==> src/rtl/fdc_meas_sequencer.sv <==
`timescale 1ns/1ps
// -----------------------------------------------------------------------------
// fdc_meas_sequencer
//
// Measurement sequencer for the FDC core. For each sample it holds the core in
// reset, releases it, counts a programmable gate of reference-clock periods,
// waits for the core's 5-bit count to settle, and adds that count to an
// accumulator. After 2^AVG_LOG2 samples the sum is presented through a
// valid/ready handshake. Continuous mode restarts automatically after each
// accepted result.
//
// Ports
//   clk, rst_n      system clock, asynchronous active-low reset
//   start           one-shot measurement request (sampled only in IDLE)
//   cont            continuous mode: restart after each accepted result
//   sel_in          select value latched at start, driven on fdc_selec
//   gate_len        gate length in clk_ref rising edges (0 behaves as 1)
//   clk_ref         reference clock, asynchronous to clk
//   fdc_out         FDC core count, asynchronous to clk
//   fdc_reset       active-high reset to the FDC core
//   fdc_selec       select to the FDC core
//   busy            high whenever the sequencer is not IDLE
//   result          raw sum of the samples (5+AVG_LOG2 bits)
//   result_valid    result available
//   result_ready    consumer accepts result
//   err_tmo         sticky: a sample timed out waiting for a stable count
// -----------------------------------------------------------------------------
module fdc_meas_sequencer #(
  parameter int CLR_CYCLES  = 4,
  parameter int SYNC_STAGES = 2,
  parameter int AVG_LOG2    = 2,
  parameter int TMO_CYCLES  = 64
) (
  input  logic                  clk,
  input  logic                  rst_n,
  input  logic                  start,
  input  logic                  cont,
  input  logic                  sel_in,
  input  logic [7:0]            gate_len,
  input  logic                  clk_ref,
  input  logic [4:0]            fdc_out,
  output logic                  fdc_reset,
  output logic                  fdc_selec,
  output logic                  busy,
  output logic [5+AVG_LOG2-1:0] result,
  output logic                  result_valid,
  input  logic                  result_ready,
  output logic                  err_tmo
);

  localparam int RW  = 5 + AVG_LOG2;
  localparam int SCW = AVG_LOG2 + 1;
  localparam int CCW = (CLR_CYCLES > 1) ? $clog2(CLR_CYCLES) : 1;
  localparam int TCW = $clog2(TMO_CYCLES + 1);
  localparam int FSW = 5 * SYNC_STAGES;

  localparam logic [SCW-1:0] NSAMP      = SCW'(1 << AVG_LOG2);
  localparam logic [CCW-1:0] CLR_LAST   = CCW'(CLR_CYCLES - 1);
  localparam logic [TCW-1:0] TMO_LAST   = TCW'(TMO_CYCLES - 1);
  // The stability check only counts once the synchroniser and the compare
  // register both hold values sampled after the gate closed.
  localparam logic [TCW-1:0] SETTLE_MIN = TCW'(SYNC_STAGES + 1);

  typedef enum logic [2:0] {
    S_IDLE   = 3'd0,
    S_CLEAR  = 3'd1,
    S_ARM    = 3'd2,
    S_GATE   = 3'd3,
    S_SETTLE = 3'd4,
    S_ACCUM  = 3'd5,
    S_DONE   = 3'd6
  } state_t;

  state_t               state_q, state_d;
  logic [SYNC_STAGES-1:0] ref_sync_q, ref_sync_d;
  logic                 ref_prev_q, ref_prev_d;
  logic [FSW-1:0]       fdc_sync_q, fdc_sync_d;
  logic [4:0]           fdc_cmp_q, fdc_cmp_d;
  logic                 sel_q, sel_d;
  logic [7:0]           gate_q, gate_d;
  logic [7:0]           edge_cnt_q, edge_cnt_d;
  logic [CCW-1:0]       clr_cnt_q, clr_cnt_d;
  logic [TCW-1:0]       settle_cnt_q, settle_cnt_d;
  logic [4:0]           cap_q, cap_d;
  logic [RW-1:0]        acc_q, acc_d;
  logic [SCW-1:0]       smp_cnt_q, smp_cnt_d;
  logic                 fdc_reset_q, fdc_reset_d;
  logic                 busy_q, busy_d;
  logic [RW-1:0]        result_q, result_d;
  logic                 result_valid_q, result_valid_d;
  logic                 err_tmo_q, err_tmo_d;

  logic                 ref_rise;
  logic [4:0]           fdc_sync_last;
  logic [RW-1:0]        acc_sum;
  logic [SCW-1:0]       smp_next;
  logic [7:0]           edge_next;

  assign ref_rise      = ref_sync_q[SYNC_STAGES-1] & ~ref_prev_q;
  assign fdc_sync_last = fdc_sync_q[FSW-1 -: 5];
  assign acc_sum       = acc_q + RW'(cap_q);
  assign smp_next      = smp_cnt_q + SCW'(1'b1);
  assign edge_next     = edge_cnt_q + 8'd1;

  // Next-state and datapath logic for the synchronisers and the sequencer.
  always_comb begin
    state_d        = state_q;
    sel_d          = sel_q;
    gate_d         = gate_q;
    edge_cnt_d     = edge_cnt_q;
    clr_cnt_d      = clr_cnt_q;
    settle_cnt_d   = settle_cnt_q;
    cap_d          = cap_q;
    acc_d          = acc_q;
    smp_cnt_d      = smp_cnt_q;
    result_d       = result_q;
    result_valid_d = result_valid_q;
    err_tmo_d      = err_tmo_q;

    // Synchronisers run continuously; the compare register lags the last stage.
    ref_sync_d = {ref_sync_q[SYNC_STAGES-2:0], clk_ref};
    ref_prev_d = ref_sync_q[SYNC_STAGES-1];
    fdc_sync_d = {fdc_sync_q[FSW-6:0], fdc_out};
    fdc_cmp_d  = fdc_sync_last;

    case (state_q)
      S_IDLE: begin
        if (start) begin
          sel_d     = sel_in;
          gate_d    = (gate_len == 8'd0) ? 8'd1 : gate_len;
          acc_d     = '0;
          smp_cnt_d = '0;
          clr_cnt_d = '0;
          err_tmo_d = 1'b0;
          state_d   = S_CLEAR;
        end else begin
          state_d = S_IDLE;
        end
      end

      S_CLEAR: begin
        if (clr_cnt_q == CLR_LAST) begin
          state_d = S_ARM;
        end else begin
          clr_cnt_d = clr_cnt_q + CCW'(1'b1);
        end
      end

      // Wait for a reference edge so the gate always spans whole periods.
      S_ARM: begin
        if (ref_rise) begin
          edge_cnt_d = 8'd0;
          state_d    = S_GATE;
        end else begin
          state_d = S_ARM;
        end
      end

      S_GATE: begin
        if (ref_rise) begin
          edge_cnt_d = edge_next;
          if (edge_next == gate_q) begin
            settle_cnt_d = '0;
            state_d      = S_SETTLE;
          end else begin
            state_d = S_GATE;
          end
        end else begin
          state_d = S_GATE;
        end
      end

      // Capture once two consecutive post-gate samples agree; on timeout
      // take whatever is present and flag it.
      S_SETTLE: begin
        if ((settle_cnt_q >= SETTLE_MIN) && (fdc_sync_last == fdc_cmp_q)) begin
          cap_d   = fdc_sync_last;
          state_d = S_ACCUM;
        end else if (settle_cnt_q == TMO_LAST) begin
          cap_d     = fdc_sync_last;
          err_tmo_d = 1'b1;
          state_d   = S_ACCUM;
        end else begin
          settle_cnt_d = settle_cnt_q + TCW'(1'b1);
        end
      end

      S_ACCUM: begin
        acc_d     = acc_sum;
        smp_cnt_d = smp_next;
        if (smp_next == NSAMP) begin
          result_d       = acc_sum;
          result_valid_d = 1'b1;
          state_d        = S_DONE;
        end else begin
          clr_cnt_d = '0;
          state_d   = S_CLEAR;
        end
      end

      // Result is held until accepted; continuous mode restarts with the
      // latched select and gate length.
      S_DONE: begin
        if (result_ready) begin
          result_valid_d = 1'b0;
          if (cont) begin
            acc_d     = '0;
            smp_cnt_d = '0;
            clr_cnt_d = '0;
            err_tmo_d = 1'b0;
            state_d   = S_CLEAR;
          end else begin
            state_d = S_IDLE;
          end
        end else begin
          state_d = S_DONE;
        end
      end

      default: begin
        state_d = S_IDLE;
      end
    endcase

    // Outputs are registered from the next state so they line up with it.
    fdc_reset_d = (state_d == S_IDLE) || (state_d == S_CLEAR) || (state_d == S_DONE);
    busy_d      = (state_d != S_IDLE);
  end

  // State, datapath and output registers.
  always_ff @(posedge clk or negedge rst_n) begin
    if (!rst_n) begin
      state_q        <= S_IDLE;
      ref_sync_q     <= '0;
      ref_prev_q     <= 1'b0;
      fdc_sync_q     <= '0;
      fdc_cmp_q      <= 5'd0;
      sel_q          <= 1'b0;
      gate_q         <= 8'd0;
      edge_cnt_q     <= 8'd0;
      clr_cnt_q      <= '0;
      settle_cnt_q   <= '0;
      cap_q          <= 5'd0;
      acc_q          <= '0;
      smp_cnt_q      <= '0;
      fdc_reset_q    <= 1'b1;
      busy_q         <= 1'b0;
      result_q       <= '0;
      result_valid_q <= 1'b0;
      err_tmo_q      <= 1'b0;
    end else begin
      state_q        <= state_d;
      ref_sync_q     <= ref_sync_d;
      ref_prev_q     <= ref_prev_d;
      fdc_sync_q     <= fdc_sync_d;
      fdc_cmp_q      <= fdc_cmp_d;
      sel_q          <= sel_d;
      gate_q         <= gate_d;
      edge_cnt_q     <= edge_cnt_d;
      clr_cnt_q      <= clr_cnt_d;
      settle_cnt_q   <= settle_cnt_d;
      cap_q          <= cap_d;
      acc_q          <= acc_d;
      smp_cnt_q      <= smp_cnt_d;
      fdc_reset_q    <= fdc_reset_d;
      busy_q         <= busy_d;
      result_q       <= result_d;
      result_valid_q <= result_valid_d;
      err_tmo_q      <= err_tmo_d;
    end
  end

  assign fdc_reset    = fdc_reset_q;
  assign fdc_selec    = sel_q;
  assign busy         = busy_q;
  assign result       = result_q;
  assign result_valid = result_valid_q;
  assign err_tmo      = err_tmo_q;

endmodule

==> config.mk <==
export PLATFORM = sky130hd
export DESIGN_NAME = fdc_meas_sequencer
export DESIGN_NICKNAME = d
export VERILOG_FILES = /design/src/rtl/fdc_meas_sequencer.sv
export SDC_FILE = /design/constraint.sdc
export NUM_CORES = 1
export LEC_CHECK = 0
export BUFFER_PORTS_ARGS = -buffer_cell sky130_fd_sc_hd__buf_2
export CAP_MARGIN = 20
export CORE_ASPECT_RATIO = 0.75
export CORE_MARGIN = 3
export CORE_UTILIZATION = 55
export CTS_BUF_LIST = sky130_fd_sc_hd__clkbuf_4
export DETAILED_ROUTE_END_ITERATION = 12
export GPL_ROUTABILITY_DRIVEN = 0
export PLACE_DENSITY_LB_ADDON = 0.3
export SYNTH_ARGS = -nofsm -noshare
export SYNTH_HDL_FRONTEND = slang
export SYNTH_SLANG_ARGS = --single-unit
==> constraint.sdc <==
create_clock -name clk -period 1.9 [get_ports clk]
set_input_delay 0.57 -clock clk [delete_from_list [all_inputs] [get_ports clk]]
set_output_delay 0.57 -clock clk [all_outputs]
set_load 0.05 [all_outputs]
# Yosys cells after proc, flatten, opt, wreduce, memory -nomap -nowiden
# Cells that the tools add are included.
[op_classes]
mux = 45
bitwise = 2
n_addsub = 5
magnitude_cmp = 1
reduce_logical = 23
eq_ne = 25
[op_table]
columns = ["operator", "count"]
rows = [
  ["2-to-1 mux 7 bit", 7],
  ["2-to-1 mux 3 bit", 10],
  ["2-to-1 mux 8 bit", 3],
  ["!= test 2 bit (second input constant)", 12],
  ["case mux 3 bit (7 select lines)", 1],
  ["case mux 7 bit (3 select lines)", 1],
  ["case mux 8 bit (2 select lines)", 1],
  ["equality test 3 bit (second input constant)", 5],
  ["case mux 7 bit (2 select lines)", 1],
  ["AND reduction 6 bit", 2],
  ["2-to-1 mux 1 bit", 10],
  ["2-to-1 mux 2 bit", 5],
  ["2-to-1 mux 5 bit", 2],
  ["case mux 3 bit (3 select lines)", 1],
  ["nonzero test 3 bit", 3],
  ["adder 8 x 1 -> 8 bit (second input constant)", 1],
  ["equality test 8 bit", 1],
  ["zero test 8 bit", 1],
  ["case mux 2 bit (4 select lines)", 1],
  ["nonzero test 2 bit", 4],
  ["adder 7 x 1 -> 7 bit (second input constant)", 1],
  ["adder 7 x 5 -> 7 bit", 1],
  ["equality test 7 x 6 -> 1 bit (second input constant)", 1],
  ["greater-or-equal comparator 7 x 2 -> 1 bit (second input constant)", 1],
  ["18 further kinds", 25],
]
[totals]
reg_bits = 73
output_inout_bits = 12
in_bits = 20
word_cells = 119

# Longest topological paths before layout
# Gate-level depths: netlist of run 1.
[logic_depth]
depth_word = 8
mapped_depth = 8
ltp_nobuf = 8

# Worst setup path before layout of run 1
# No wires, ideal clock.
[synth_timing]
kind = "register to register"
start = "register edge_cnt_q[0]"
end = "register settle_cnt_q[1]"
t_required_ns = 1.774
path_slack_ns = -0.237
n_path_buf = 0
setup_ns = 0.126
arrival_ns = 2.011
period_less_slack_ns = 2.137
stages_incl_launch_ff = 8
cell_sequence = "dfrtp_1 ha_1 nand3_2 or3_1 a21oi_2 o32ai_2 o21a_2 a221o_1"
[synth_via]
elab_chain_len = 4
[synth_rtl]
columns = ["element", "line", "rtl"]
rows = [
  ["start: declaration", "81", "logic [7:0] edge_cnt_q, edge_cnt_d;"],
  ["start signal: assignment", "259", "edge_cnt_q <= edge_cnt_d;"],
  ["adder 8 x 1 -> 8 bit", "103", "assign edge_next = edge_cnt_q + 8'd1;"],
  ["equality test 8 bit", "162", "if (edge_next == gate_q) begin"],
  ["!= test 2 bit (no source line)", "n/a", ""],
  ["AND reduction 5 bit (no source line)", "n/a", ""],
  ["end signal: assignment", "261", "settle_cnt_q <= settle_cnt_d;"],
  ["end: declaration", "83", "logic [TCW-1:0] settle_cnt_q, settle_cnt_d;"],
]
# No other way between the ends.
# A chain may end at the register's enable or synchronous reset.

# Worst setup path after layout of run 1
[layout_timing]
start = "register edge_cnt_q[1]"
end = "register settle_cnt_q[1]"
# The elaborated chain is that of the path after synthesis.

==> results of run 1 <==
final cells by class:
type,instances,area share (%)
inverter,7,0.581
clock buffer,10,1.66
multi-input combinational,230,40.3
sequential,73,40.5
tap,78,2.16
timing repair buffer,83,13.0
clock inverter,5,1.80
report_power, final:
part	switching [mW]	internal, mW	total, mW
logic	0.976	0.812	1.79
registers	0.222	1.79	2.01
clock network	0.542	0.542	1.08
through the flow:
stage | power, mW | setup TNS (ns) | hold WS, ns | utilization [%]
finish | 4.88 | -1.15 | 0.0369 | 75.0
global route | 5.11 | -2.42 | 0.0309 | 75.0
CTS | 4.77 | -1.35 | 0.0279 | 72.9
detailed placement | 3.59 | -2.01 | 0.336 | 68.9
global placement | 3.50 | -0.578 | 0.331 | 68.9
floorplan | 3.00 | -0.183 | 0.274 | -
flip-flops by register name (all words and copies together) (netlist names):
name / flops
acc_q: 7
gate_q: 8
cap_q: 5
smp_cnt_q: 3
settle_cnt_q: 7
result: 7
fdc_sync_q: 10
ref_prev_q: 1
ref_sync_q: 2
fdc_cmp_q: 5
clr_cnt_q: 2
state_q: 3
err_tmo: 1
busy: 1
fdc_selec: 1
fdc_reset: 1
result_valid: 1
edge_cnt_q: 8
per-layer routing:
metal  GRT usage, %  share of wire (%)
met5              0                  0
met4           7.88                1.6
met3           5.67                5.0
met2           35.7                 46
met1           32.4                 47
final timing paths:
kind	end	startpoint	slack, ns
setup / recovery	settle_cnt_q[1]$_DFFE_PN0P_	edge_cnt_q[1]$_DFFE_PN0P_	-0.14
setup reg to reg	settle_cnt_q[1]$_DFFE_PN0P_	edge_cnt_q[1]$_DFFE_PN0P_	-0.14
hold / removal	edge_cnt_q[2]$_DFFE_PN0P_	rst_n	0.04
min in group clk	fdc_sync_q[1]$_DFF_PN0_	fdc_out[1]	0.25
max in group asynchronous	edge_cnt_q[0]$_DFFE_PN0P_	rst_n	1.35
hold reg to reg	fdc_sync_q[9]$_DFF_PN0_	fdc_sync_q[4]$_DFF_PN0_	0.36
cell usage after synthesis (4+ instances only):
master    number  share of area (%)
mux2_2        18                5.7
a22o_1         9                2.2
xnor2_1       13                3.2
nand3b_1       4               0.85
nor2b_1        4               0.70
clkbuf_1       7               0.74
ha_1          10                3.5
nor3b_1        4               0.85
dfrtp_1       72                 51
nand3_1        8                1.1
a21oi_1       10                1.4
o21ai_0       24                3.4
nand2_1       36                3.8
nand2b_1       5               0.88
nor2_1        15                1.6
xor2_1         5                1.2
inv_1          7               0.74
nor3_1         5               0.70
timing repair:
| action | 4_1_cts | 5_1_grt |
|---|---|---|
| pin swaps | 11 | 15 |
| buffers inserted | 5 | 3 |
| resized for setup | 16 | 21 |
| endpoints found under the setup margin | 16 | 25 |
cells by family (layout without fill, tap and decap cells):
kind of cell / Yosys count / in the layout
AND/OR/NAND/NOR: 105 / 105
adder cells (fa/ha/maj): 11 / 11
multiplexers: 18 / 18
flip-flops: 73 / 73
buffers and inverters: 19 / 105
AO/OA/AOI/OAI: 78 / 78
XOR/XNOR: 18 / 18
worst reg2reg max path, stage by stage, from the launching register on:
cell,delay [ns]
dfrtp_2,0.41
ha_4,0.15
nand3_4,0.10
or3_4,0.39
a21oi_4,0.15
o32ai_4,0.11
o21a_2,0.25
a221o_1,0.33
==> reports/results.txt, run 1 <==
The number of setup violations in the final report came out at 15. The region available for standard cell placement spans 0.00604 sq mm. Clock-pin slew on the worst setup and hold paths: 0.14 ns.

In the final design database the tool counted 435 nets. The number of nets handed over by synthesis was 353. For this run, design rule violations remaining after detail routing come to 0.

The run gives 322 as the cell count after synthesis. STA classifies the critical path endpoint as a register. In the final routed layout, each cell accounts on average for 17.5 microns.

Across the run, the number of max-cap violations was 0. Clock tree synthesis inserted a total of 9 buffers. The initial utilization of the core area, before any placement, comes to 58.8%.

The number of hold buffers added after CTS was 0; the cell count after placement was 464. The post-synthesis adder-cell area fraction is 4.09%. The dominant synthesized flop cell is dfrtp_1. Port buffering added 31 buffers.

The tools report the clock root buffer as clkbuf_4. Across the whole layout, storage elements account for 0.00183 sq mm. The number of enable-type register cells in the synthesized netlist was 0.

The tools report the final antenna-violating net count as 0. The number of standard cells in the final layout excluding fillers is 486, and the final period demand of the worst path is 2.04 ns. In this run the deepest clock path goes through 2 buffers.

Power spread over the standard cell area amounts to 1080 mW/mm^2. On the critical path the largest part of the delay comes from compound AO/OA/AOI/OAI gates. The largest net degree at the start of global routing is 33. The number of global-route vias before repair is 2,687, and the wire length reported by the detailed router is 8490 microns. The number of logic stages on the critical path including buffering is 7.

Measured slew at the worst slew-check pin: 0.799 ns. The data arrival time at the worst-slack endpoint was 2.34 ns; the maximum vdd ir drop was 1.04 mV. The pre-antenna-repair detailed-routing pass consisted of 4 iterations.

The die width is 98.8 microns, and the finished layout cell area is 0.00453 sq mm. TritonCTS built the clock tree. The static power due to leakage was 2.08 nW. Kind of critical path: register to register. The depth of the worst register-to-register path came out at 7.

The combinational family with the most area after synthesis was simple AND/OR/NAND/NOR gates. The tools report the startpoint class of the critical path as a register. The number of synthesis warnings is 0, and the area added between synthesis and finish is 27.5%. Fill cells in the final layout number 399. The total die area is 0.00746 sq mm. The post-route worst setup slack was -0.140 ns; the chip height was 75.6 microns. A synthesized cell averages 11.0 sq um. The tools report the boundary pin count as 32. Global routing finished with a remaining overflow of 0. The clock insertion delay at the later pin of the skew report came out at 0.44 ns. CTS saw 73 sinks. The run gives 0 as the number of antenna violations at the first check in global routing. The checks that failed: setup timing. The number of endpoints with negative hold slack in the final report was 0. The xor-xnor portion of the synthesized cell area works out to 4.44%. The library cells used most frequently in the layout, excluding fill and tap cells, are dfrtp_1, buf_4, nand2_1. The post-synthesis simple-gate area fraction was 16.9%. Setup repair after global routing could not meet its margin everywhere. The run gives -0.261 ns as the post-placement worst setup slack.

At the worst endpoint, the required time is 2.20 ns. Counting flops and latches in the post-synthesis netlist gives 73. The tools report the sequential-to-total area share from yosys stat as 51.5%.

The signal on the critical path passes through ha_4, nand3_4, or3_4, a21oi_4, o32ai_4, o21a_2, a221o_1. The total count of max-transition violations in the final report is 0. In this run the worst path has a maximum fanout of 6.

The number of H-tree levels was 3; the via total after detailed routing was 2,818. The floorplan has 24 rows. The highest achievable clock rate is 0.490 GHz.

The total area of multi-input combinational cells came out at 0.00182 sq mm. The library cell used most frequently in the layout, excluding fill and tap cells, is dfrtp_1. Summing the areas of all compound-gate instances in the mapped netlist gives 15.2% of the synthesized area.

Standard cell with the maximum stage delay on the critical path: dfrtp_2. The stage delay of the slowest cell on the critical path was 0.41 ns. The run finished, with violations left. The fraction of layout instances using a drive strength above 1 was 39.5%.

0 antenna diodes ended up in the layout. On the final layout, the worst clock skew is 0.0305 ns. Of all flip-flops after synthesis, the portion carrying an async set or reset was 100%.

The mean number of vias per cell works out to 5.80. After layout, the worst path uses 107% of the clock period. Together, buffers and inverters on the worst path number 0.

Once placement finished, the instance area stood at 0.00416 sq mm. For the wire length of the first global-routing pass, the log shows 13,200 microns. In this run the worst hold path is classified as input pin to asynchronous set/reset pin. The logs give 0.00355 sq mm for the synthesized cell area and 5810 microns for the total half-perimeter wirelength after legalization and detailed placement.

For the DRC violation total after the first TritonRoute iteration, the log shows 129. Of the post-synthesis cell area, the part taken by muxes is 5.71%. Global routing consumed, over all layers together, 23.1% of the routing resources. The synthesized netlist contains 63 unique library cells. The normalized max-slew margin came out at 46.0%.
Note: power is estimated with default switching activity, not from simulation.
==> run 2: changes to the inputs <==
BUFFER_PORTS_ARGS = default   (was -buffer_cell sky130_fd_sc_hd__buf_2)
CORE_UTILIZATION = 59   (was 55)
DONT_BUFFER_PORTS = 1   (was default)
==> reports/results.txt, run 2 (same netlist as run 1, synthesis figures left out) <==
The tools report the number of setup violations in the final report as 11 (-4). The logs give 9 (unchanged) for the number of clock buffers inserted by TritonCTS and 0.488 GHz (-0.48%) for the highest achievable clock rate. The tools report the post-route worst setup slack as -0.150 ns (-0.00990 ns). Data arrival time at the worst-slack endpoint: 2.36 ns (+0.02 ns). The chip height works out to 73.2 microns (-3.2%). The critical path is of the register to register type. The worst slack on hold paths was -0.182 ns (-0.219 ns); the worst reg-to-reg setup slack was -0.15 ns (about the same). The peak fanout along the critical path was 3 (-3); the total routing usage reported by global routing was 25.0% (+1.9 points).

The run gives 78.1% (+3.1 points) as the final core utilization. The worst setup path is launched from a register. The run gives 13,100 microns (-0.83%) as the wire length of the first global-routing pass.

The run finished, with violations left. The number of fill cells was 349 (-13%). Setup repair after global routing could not meet its margin everywhere. On the critical path, the stage with the largest delay is an instance of dfrtp_2.

The mean number of vias per cell works out to 6.04 (+4.1%). The fraction of layout instances using a drive strength above 1 was 34.8% (-4.6 points). Class of the tightest hold or removal check: input pin to asynchronous set/reset pin. The number of H-tree levels was 3 (unchanged).

For the clock sink total, the log shows 73 (unchanged). TritonCTS built the clock tree. The count of antenna diodes in the layout came out at 0 (unchanged). For the total count of max-transition violations in the final report, the log shows 0 (unchanged). The tools report the effective utilization at floorplan as 63.6% (+4.8 points). The largest net degree at the start of global routing was 74 (+120%). Wire length reported by the detailed router: 8230 microns (-3.1%). The run gives 402 (-7.6%) as the number of nets at the end of the flow. The tree is rooted in a clkbuf_4.

The run gives 0 (unchanged) as the total congestion overflow after global routing. The number of endpoints with negative hold slack in the final report is 73 (+73). The detail-routed net length per standard cell was 18.2 microns (+4.5%).

For the total half-perimeter wirelength after legalization and detailed placement, the log shows 5380 microns (-7.3%). The run gives 0.00183 sq mm (about the same) as the area used by sequential logic in the layout. The number of global-route vias before repair was 2,694 (+0.26%).

The logs give 2,723 (-3.4%) for the via total after detailed routing and 0.00699 sq mm (-6.3%) for the total die area. From synthesis to final layout, the design area changed by 22.8%. In the final layout, the registers with the most flip-flops are fdc_sync_q (10), edge_cnt_q (8), gate_q (8). The final antenna-violating net count was 0 (unchanged); the static power due to leakage was 1.94 nW (-6.9%).

The boundary pin count was 32 (unchanged); the total negative slack was -0.772 ns (+0.381 ns). Deepest clock path buffer count: 2 (unchanged). For the maximum clock skew at final layout, the log shows 0.0183 ns (-0.0122 ns). The register with the most flip-flops is fdc_sync_q.

The power per unit of standard cell area is 1100 mW/mm^2 (+2.3%), and the number of buffers added on ports is 0 (-100%). Measured slew at the worst slew-check pin: 0.515 ns (-0.284 ns). Die width: 95.6 microns (-3.2%). The tools report the total iterations of the first detailed-routing run as 7 (+3).

The clock-pin slew on the worst setup and hold paths came out at 0.12 ns (-0.02 ns). The post-placement worst setup slack came out at -0.176 ns (+0.0847 ns). The total area of multi-input combinational cells was 0.00187 sq mm (+2.6%); the area of the core region was 0.00558 sq mm (-7.5%). The critical path goes through ha_4, buf_6, xor2_2, xnor2_1, o2111ai_2, o21a_2, a221o_1.

The most common library cell in the layout ignoring fill and taps is dfrtp_1. The tools report the required time reported for the critical path endpoint as 2.21 ns (about the same). The DRC violation total after the first TritonRoute iteration is 296 (+130%), and the final period demand of the worst path is 2.05 ns (+0.00990 ns).

The logs give 0 (unchanged) for the remaining routing DRC violations and 0 (unchanged) for the number of antenna violations at the first check in global routing. The number of max-cap violations is 0 (unchanged), and the flip-flop count of the largest register, all copies and words added is 10 (unchanged). The final reports fail on hold timing, setup timing.

The tools report the maximum vdd ir drop as 0.946 mV (-9.2%). The stage delay of the slowest cell on the critical path was 0.45 ns (+0.04 ns); the normalized max-slew margin was 65.7% (+20 points). The number of rows in the core area was 23 (-4.2%). The final worst-path cycle share came out at 108% (+0.52 points). The tools report the clock insertion delay at the later pin of the skew report as 0.43 ns (about the same).

In the layout the commonest cells are dfrtp_1, buf_4, nand2_1. Critical path capture point type: a register.
==> run 2: worst paths after layout <==
check                                                from                          end  depth (start not counted)
worst max-delay path            edge_cnt_q[0]$_DFFE_PN0P_  settle_cnt_q[1]$_DFFE_PN0P_                          7
worst min-delay path                                rst_n  settle_cnt_q[6]$_DFFE_PN0P_                          0
worst max register to register  edge_cnt_q[0]$_DFFE_PN0P_  settle_cnt_q[1]$_DFFE_PN0P_                          7
worst min register to register    fdc_sync_q[3]$_DFF_PN0_      fdc_sync_q[8]$_DFF_PN0_                          0
max in group asynchronous                           rst_n          fdc_reset$_DFF_PN1_                          0
min in group clk                               fdc_out[0]      fdc_sync_q[0]$_DFF_PN0_                          0
==> run 2: area by class of cell <==
type	count	area share [%]
clock buffer	11	1.89
timing repair buffer	50	9.07
inverter	7	0.603
clock inverter	5	1.35
tap	75	2.15
multi-input combinational	230	42.9
sequential	73	42.0
==> run 2: through the flow <==
stage	total power [mW]	std cells	cell area [sq um]
6_report	4.81	451	4360
3_5_place_dp	3.49	425	3930
5_1_grt	5.07	451	4360
4_1_cts	4.62	443	4190
3_3_place_gp	3.42	425	3930
2_1_floorplan	3.00	322	3580
==> run 2: critical path: cells and delay by family (launching register included) <==
kind | cells | cell delay [ns]
adder cells (fa/ha/maj) | 1 | 0.18
flip-flops | 1 | 0.45
buffers and inverters | 1 | 0.12
AO/OA/AOI/OAI | 3 | 0.82
XOR/XNOR | 2 | 0.37
==> run 2: layer usage <==
metal / wire length, microns / track usage [%]
met5: 0 / 0
met4: 164 / 6.62
met3: 622 / 8.25
met2: 3680 / 35.1
met1: 3760 / 37.2
==> run 2: power breakdown <==
part	internal, mW	switching (mW)
Sequential	1.79	0.333
Combinational	0.820	0.886
Clock	0.430	0.550
Total	3.04	1.77
==> run 2: what timing repair did <==
action                     CTS  global route
buffers inserted             2             9
setup endpoints to repair   20            22
hold endpoints to repair    73            73
pin swaps                   10            22
gates resized for setup     20            25
